### src/rtl/exc_irq_controller.sv
// Exception/interrupt controller: takes an undefined-instruction exception or an
// external interrupt into a single handler context. Define IRQ_SYNC_EN to synchronize irq.
module exc_irq_controller (
  input  logic        clk,
  input  logic        reset,
  input  logic        irq,
  input  logic        exc,
  input  logic [31:0] pc_id,
  input  logic        stall,
  input  logic        redirect,
  input  logic        eret,
  output logic        Interrupt,
  output logic        Exception,
  output logic [31:0] epc,
  output logic        busy,
  output logic        exc_lost
);

  localparam int DATA_W = 32;

  typedef enum logic [1:0] {IDLE, PEND, HANDLER} state_t;

  state_t      state, state_nxt;
  logic        pending, pending_nxt;
  logic        irq_eff;
  logic        in_handler;
  logic        user_pc;
  logic        take_exc, take_irq;

  // Exceptions resume after the faulting instruction; the add wraps at 2^32.
  function automatic logic [DATA_W-1:0] next_pc(input logic [DATA_W-1:0] pc);
    return pc + DATA_W'(4);
  endfunction

`ifdef IRQ_SYNC_EN
  logic irq_sync_p0, irq_sync_p1;

  // irq synchronizer stage boundary
  always_ff @(posedge clk or negedge reset) begin
    if (!reset) begin
      irq_sync_p0 <= 1'b0;
      irq_sync_p1 <= 1'b0;
    end else begin
      irq_sync_p0 <= irq;
      irq_sync_p1 <= irq_sync_p0;
    end
  end

  assign irq_eff = irq_sync_p1;
`else
  assign irq_eff = irq;
`endif

  assign in_handler = (state == HANDLER);
  assign user_pc    = ~pc_id[31];

  always_comb begin
    state_nxt   = state;
    pending_nxt = pending;
    take_exc    = exc && user_pc && !in_handler;
    take_irq    = (pending || irq_eff) && user_pc && !in_handler &&
                  !stall && !redirect && !take_exc;

    if (take_irq)
      pending_nxt = 1'b0;
    else if (irq_eff && !in_handler)
      pending_nxt = 1'b1;

    case (state)
      IDLE: begin
        if (take_irq || take_exc) state_nxt = HANDLER;
        else if (irq_eff)         state_nxt = PEND;
      end
      PEND: begin
        if (take_irq || take_exc) state_nxt = HANDLER;
      end
      HANDLER: begin
        if (eret) state_nxt = pending ? PEND : IDLE;
      end
      default: state_nxt = IDLE;
    endcase
  end

  // Control state boundary: reset discards all context without waiting for clk.
  always_ff @(posedge clk or negedge reset) begin
    if (!reset) begin
      state    <= IDLE;
      pending  <= 1'b0;
      exc_lost <= 1'b0;
      epc      <= '0;
    end else begin
      state   <= state_nxt;
      pending <= pending_nxt;
      if (exc && in_handler) exc_lost <= 1'b1;
      if (take_exc)      epc <= next_pc(pc_id);
      else if (take_irq) epc <= pc_id;
    end
  end

  assign Interrupt = take_irq && reset;
  assign Exception = take_exc && reset;
  assign busy      = in_handler;

endmodule
### config.mk
export PLATFORM = sky130hd
export DESIGN_NAME = exc_irq_controller
export DESIGN_NICKNAME = d
export VERILOG_FILES = /design/src/rtl/exc_irq_controller.sv
export SDC_FILE = /design/constraint.sdc
export NUM_CORES = 1
export LEC_CHECK = 0
export ABC_AREA = 1
export CAP_MARGIN = 30
export CORE_MARGIN = 2
export CORE_UTILIZATION = 35
export DETAILED_ROUTE_END_ITERATION = 10
export PLACE_DENSITY_LB_ADDON = 0.3
export SYNTH_ARGS = -nofsm -noshare
export SYNTH_HDL_FRONTEND = slang
export SYNTH_SLANG_ARGS = --single-unit
export TNS_END_PERCENT = 100
### constraint.sdc
create_clock -name clk -period 1.3 [get_ports clk]
set_clock_uncertainty 0.15 [all_clocks]
set_input_delay 0.195 -clock clk [delete_from_list [all_inputs] [get_ports clk]]
set_output_delay 0.195 -clock clk [all_outputs]
set_load 0.02 [all_outputs]
==> metrics.md, run 1 <==
| Metric | Value |
|---|---|
| Half-perimeter wire length after placement | 5600 um |
| Predominant post-synthesis flop cell | sky130_fd_sc_hd__dfrtp_1 |
| Ant diodes | 0 |
| Number of max-slew violations in the final report | 0 |
| Flop pwr share | 0.329 |
| Startpoint of the lowest-slack register-to-register path | state[1] |
| Power density over the cells | 1310 mW/mm2 |
| Post-route design area | 0.00408 mm2 |
| Deepest clock path buffer count | 2 |
| Shortest period the worst path allows | 1.66 ns |
| Count of mapped cells out of synthesis | 354 |
| Worst hold path type | in -> reg |
| Startpoint types | flop |
| Mapped Area | 0.00241 mm2 |
| Maxcap violations | 0 |
| CP Capture Point | Interrupt |
| Depth of the most critical reg-to-reg path | 9 |
| Clock-pin slew reported for the worst setup and hold paths after clock tree synthesis | 0.07 ns |
| Global-route wire length before repair | 12500 um |
| Final Instance Count excl. Fillers | 594 |
| Die height | 87.1 um |
| Post-route worst hold slack | 0.168 ns |
| Die Footprint | 0.00758 mm2 |
| Core area | 0.00672 mm2 |
| Drt via density | 4.72 |
| Min-delay src | pc_id[3] |
| Share of the cycle needed by the critical path after routing | 1.28 |
| Share of cells above drive strength 1 | 0.346 |
| Placed insts | 576 |
| Internal portion of total power | 3.19 mW |
| Worst Path Buf+Inv | 2 |
| Cell area after placement | 0.00381 mm2 |
| Slew of the pin with the lowest slew margin | 0.484 ns |
| Cell type group with the largest total delay on the critical path | simple AND/OR/NAND/NOR gates |
| Maximum VDD drop | 0.000611 V |
| Net count after synthesis | 394 |
| Upper clock frequency limit | 602 MHz |
| Flop and latch count out of synthesis | 36 |
| Synthesis-to-layout area growth | 68.9% |
| Remaining DRCs | 0 |
| Length of the first detailed-routing pass in iterations | 4 |
| Distinct cells, synth | 31 |
| Number of flops mapped to enable cells by yosys | 0 |
| TritonCTS Sinks | 36 |
| Run status | finished, violations left |
| Detail Route Antenna Nets | 0 |
| Critical path depth | 6 |
| Sw Pwr | 2.16 mW |
| Data required time at the worst endpoint | 0.95 ns |
| CTS tree | done |
| Area share of the largest cell type after synthesis | 0.373 |
| Starting Density | 0.359 |
| Number of ports placed on the die boundary | 75 |
| Slew Limit Headroom | 0.677 |
| Setup-failing EPs final | 38 |
| Crit-path cells | inv_2 > nor2_4 > nor2_1 > nand3_2 > nor2_2 > buf_4 |
| Launching element of the worst setup path | state[1] |
| Library cell occupying the most area in the post-synthesis netlist | sky130_fd_sc_hd__dfrtp_1 |
| Total count of hold-check failures in the final report | 0 |
| Total of warnings raised by yosys | 0 |
| Sort of element at the end of the critical path | primary output |
| Congestion Overflow GR | 0 |
| Worst endpoint data arrival time | 1.32 ns |
| Via count of the first global-routing pass | 2779 |
| Top area cells in the synthesized netlist | sky130_fd_sc_hd__dfrtp_1 37%, sky130_fd_sc_hd__nand2_1 20%, sky130_fd_sc_hd__nand3_1 7.7%, sky130_fd_sc_hd__inv_1 6.8%, sky130_fd_sc_hd__nor2_1 5.1% |
| Number of DRC markers after the initial detailed-route iteration | 126 |
| Unrepaired setup endpoints after global routing | yes |
| Critical path start-end classification | reg -> out |
| Part of the power in combinational logic | 0.530 |
| Proportion of synthesized flip-flops having asynchronous set or reset | 1.00 |
| Vias post-DR | 2803 |
| Endpoint of the worst register-to-register path | epc[24] |
| Number of input and output port buffers inserted | 74 |
| Net count reported at finish | 554 |
| Setup slack, reg-to-reg | -0.36 ns |
| Insertion delay of the later-clocked pin in the worst-skew pair | 0.28 ns |
| Overall routing resource usage | 0.208 |
| Placer's final routability congestion estimate | 0.906 |
| Switching part of the total power | 0.404 |
| CP max stage delay | 0.39 ns |
| Slowest stage cell, crit path | sky130_fd_sc_hd__dfrtp_1 |
| Total Routed Length | 7510 um |
| CP max FO | 2 |
| Failing checks | negative setup slack |
| Post-DR wirelength/cell | 12.6 um |
| Static Leak | 2.12 nW |
| Worst Slack Setup Final | -0.361 ns |
| Pin count of the biggest net entering global routing | 37 |
| Portion of the post-synthesis area used by sequential elements | 0.373 |
| Clock power frac | 0.141 |
| Placement row count | 30 |
| Post-Syn Area per Cell | 6.82 um2 |
| Number of antenna violations at the first check in global routing | 0 |
| Horiz. Die Dim | 87.1 um |
| Number of levels in the clock H-tree | 2 |
| Cell at the root of the clock tree | sky130_fd_sc_hd__clkbuf_8 |
| Number of clock buffers inserted by TritonCTS | 5 |
[synthesized netlist by cell type (3+ instances only)]
cell,instances
sky130_fd_sc_hd__nand2_1,127
sky130_fd_sc_hd__inv_1,44
sky130_fd_sc_hd__nand3_1,37
sky130_fd_sc_hd__dfrtp_1,36
sky130_fd_sc_hd__nor2_1,33
sky130_fd_sc_hd__nand4_1,17
sky130_fd_sc_hd__o21ai_0,8
sky130_fd_sc_hd__xor2_1,7
sky130_fd_sc_hd__nor2_4,5
sky130_fd_sc_hd__o21ai_2,4
sky130_fd_sc_hd__nand2_4,3
sky130_fd_sc_hd__nor3_1,3
sky130_fd_sc_hd__o21ai_1,3
[placed cells by master (no fill, tap or decap), types with 4 or more instances in the layout]
cell,instances
sky130_fd_sc_hd__buf_4,72
sky130_fd_sc_hd__nand3_1,31
sky130_fd_sc_hd__o21ai_1,6
sky130_fd_sc_hd__xor2_1,6
sky130_fd_sc_hd__inv_1,43
sky130_fd_sc_hd__dlygate4sd2_1,10
sky130_fd_sc_hd__dfrtp_1,36
sky130_fd_sc_hd__nand3_2,5
sky130_fd_sc_hd__buf_2,17
sky130_fd_sc_hd__clkdlybuf4s50_1,26
sky130_fd_sc_hd__nand4_1,17
sky130_fd_sc_hd__clkbuf_8,5
sky130_fd_sc_hd__clkdlybuf4s15_2,13
sky130_fd_sc_hd__nor2_1,24
sky130_fd_sc_hd__nor2_4,10
sky130_fd_sc_hd__buf_12,4
sky130_fd_sc_hd__clkbuf_2,4
sky130_fd_sc_hd__o21ai_2,6
sky130_fd_sc_hd__buf_6,10
sky130_fd_sc_hd__nand2_1,120
sky130_fd_sc_hd__nor2_2,6
sky130_fd_sc_hd__nand2_2,7
[power by group through the flow]
| stage | Combinational (mW) | Clock, mW | Sequential [mW] |
|---|---|---|---|
| finish | 2.84 | 0.757 | 1.76 |
| CTS | 2.87 | 0.775 | 1.77 |
| global placement | 2.80 | 0 | 1.78 |
| floorplan | 0.846 | 0 | 2.25 |
| global route | 3.09 | 0.825 | 1.81 |
| detailed placement | 2.84 | 0 | 1.78 |
[flip-flops by register name, summed over array words and instances, names as in the netlist]
register / count
epc: 32
exc_lost: 1
pending: 1
state: 2
[layer usage]
layer / global-route usage / part of all wire
met2: 0.346 / 0.49
met4: 0.0682 / 0.020
met3: 0.0294 / 0.041
met5: 0 / 0
met1: 0.276 / 0.45
[worst min path at each step]
stage                     cells past startpoint        to  slack [ns]
final                                         3    epc[3]        0.17
after global routing                          3    epc[3]        0.21
after CTS                                     3    epc[3]        0.16
after detailed placement                      2   pending        0.15
after global placement                        2  exc_lost        0.13
after floorplan                               0    epc[0]       -0.25
[cell families (layout without fill, tap and decap cells)]
group | after synthesis | count (layout) | synth area share
flops | 36 | 36 | 0.373
xor+xnor | 8 | 8 | 0.0290
buf+inv | 53 | 213 | 0.0938
fa+ha+maj | 1 | 1 | 0.00518
compound gates | 22 | 22 | 0.0570
simple gates | 234 | 234 | 0.442
[area by class of cell]
| class | instances | area (um2) |
|---|---|---|
| Clock inverter | 1 | 5.00 |
| Timing Repair Buffer | 159 | 1370 |
| Multi-Input combinational cell | 265 | 1450 |
| Inverter | 47 | 184 |
| Sequential cell | 36 | 901 |
| Tap cell | 80 | 100 |
| Clock buffer | 6 | 72.6 |
| Fill cell | 624 | 2640 |
[worst reg2reg max path, delay by kind of cell (launching register included)]
family	cells	cell delay [ns]
DFF	1	0.39
and+or+nand+nor	7	0.81
buffers and inverters	2	0.20
[repair_timing]
action,in CTS,in global routing
setup buffers,7,3
gates resized for setup,154,42
hold buffers,1,0
setup endpoints to repair,71,57
endpoints found under the hold margin,36,0
pin swaps,31,17
[metrics by stage]
| stage | power, mW | setup TNS [ns] | util | worst slack (ns) |
|---|---|---|---|---|
| floorplan | 3.09 | -5.65 | - | -0.176 |
| global placement | 4.58 | -23.34 | 0.568 | -0.753 |
| detailed placement | 4.62 | -24.76 | 0.568 | -0.787 |
| CTS | 5.41 | -9.87 | 0.609 | -0.379 |
| global route | 5.72 | -13.35 | 0.607 | -0.448 |
| finish | 5.36 | -10.31 | 0.607 | -0.361 |
Note: power is estimated with default switching activity, not from simulation.
==> run 2, diff against run 1 <==
Settings changed: HOLD_SLACK_MARGIN from default to 0.12.
==> results of run 2 <==
No change in the layout: final DEF, timing and power equal those of run 1.
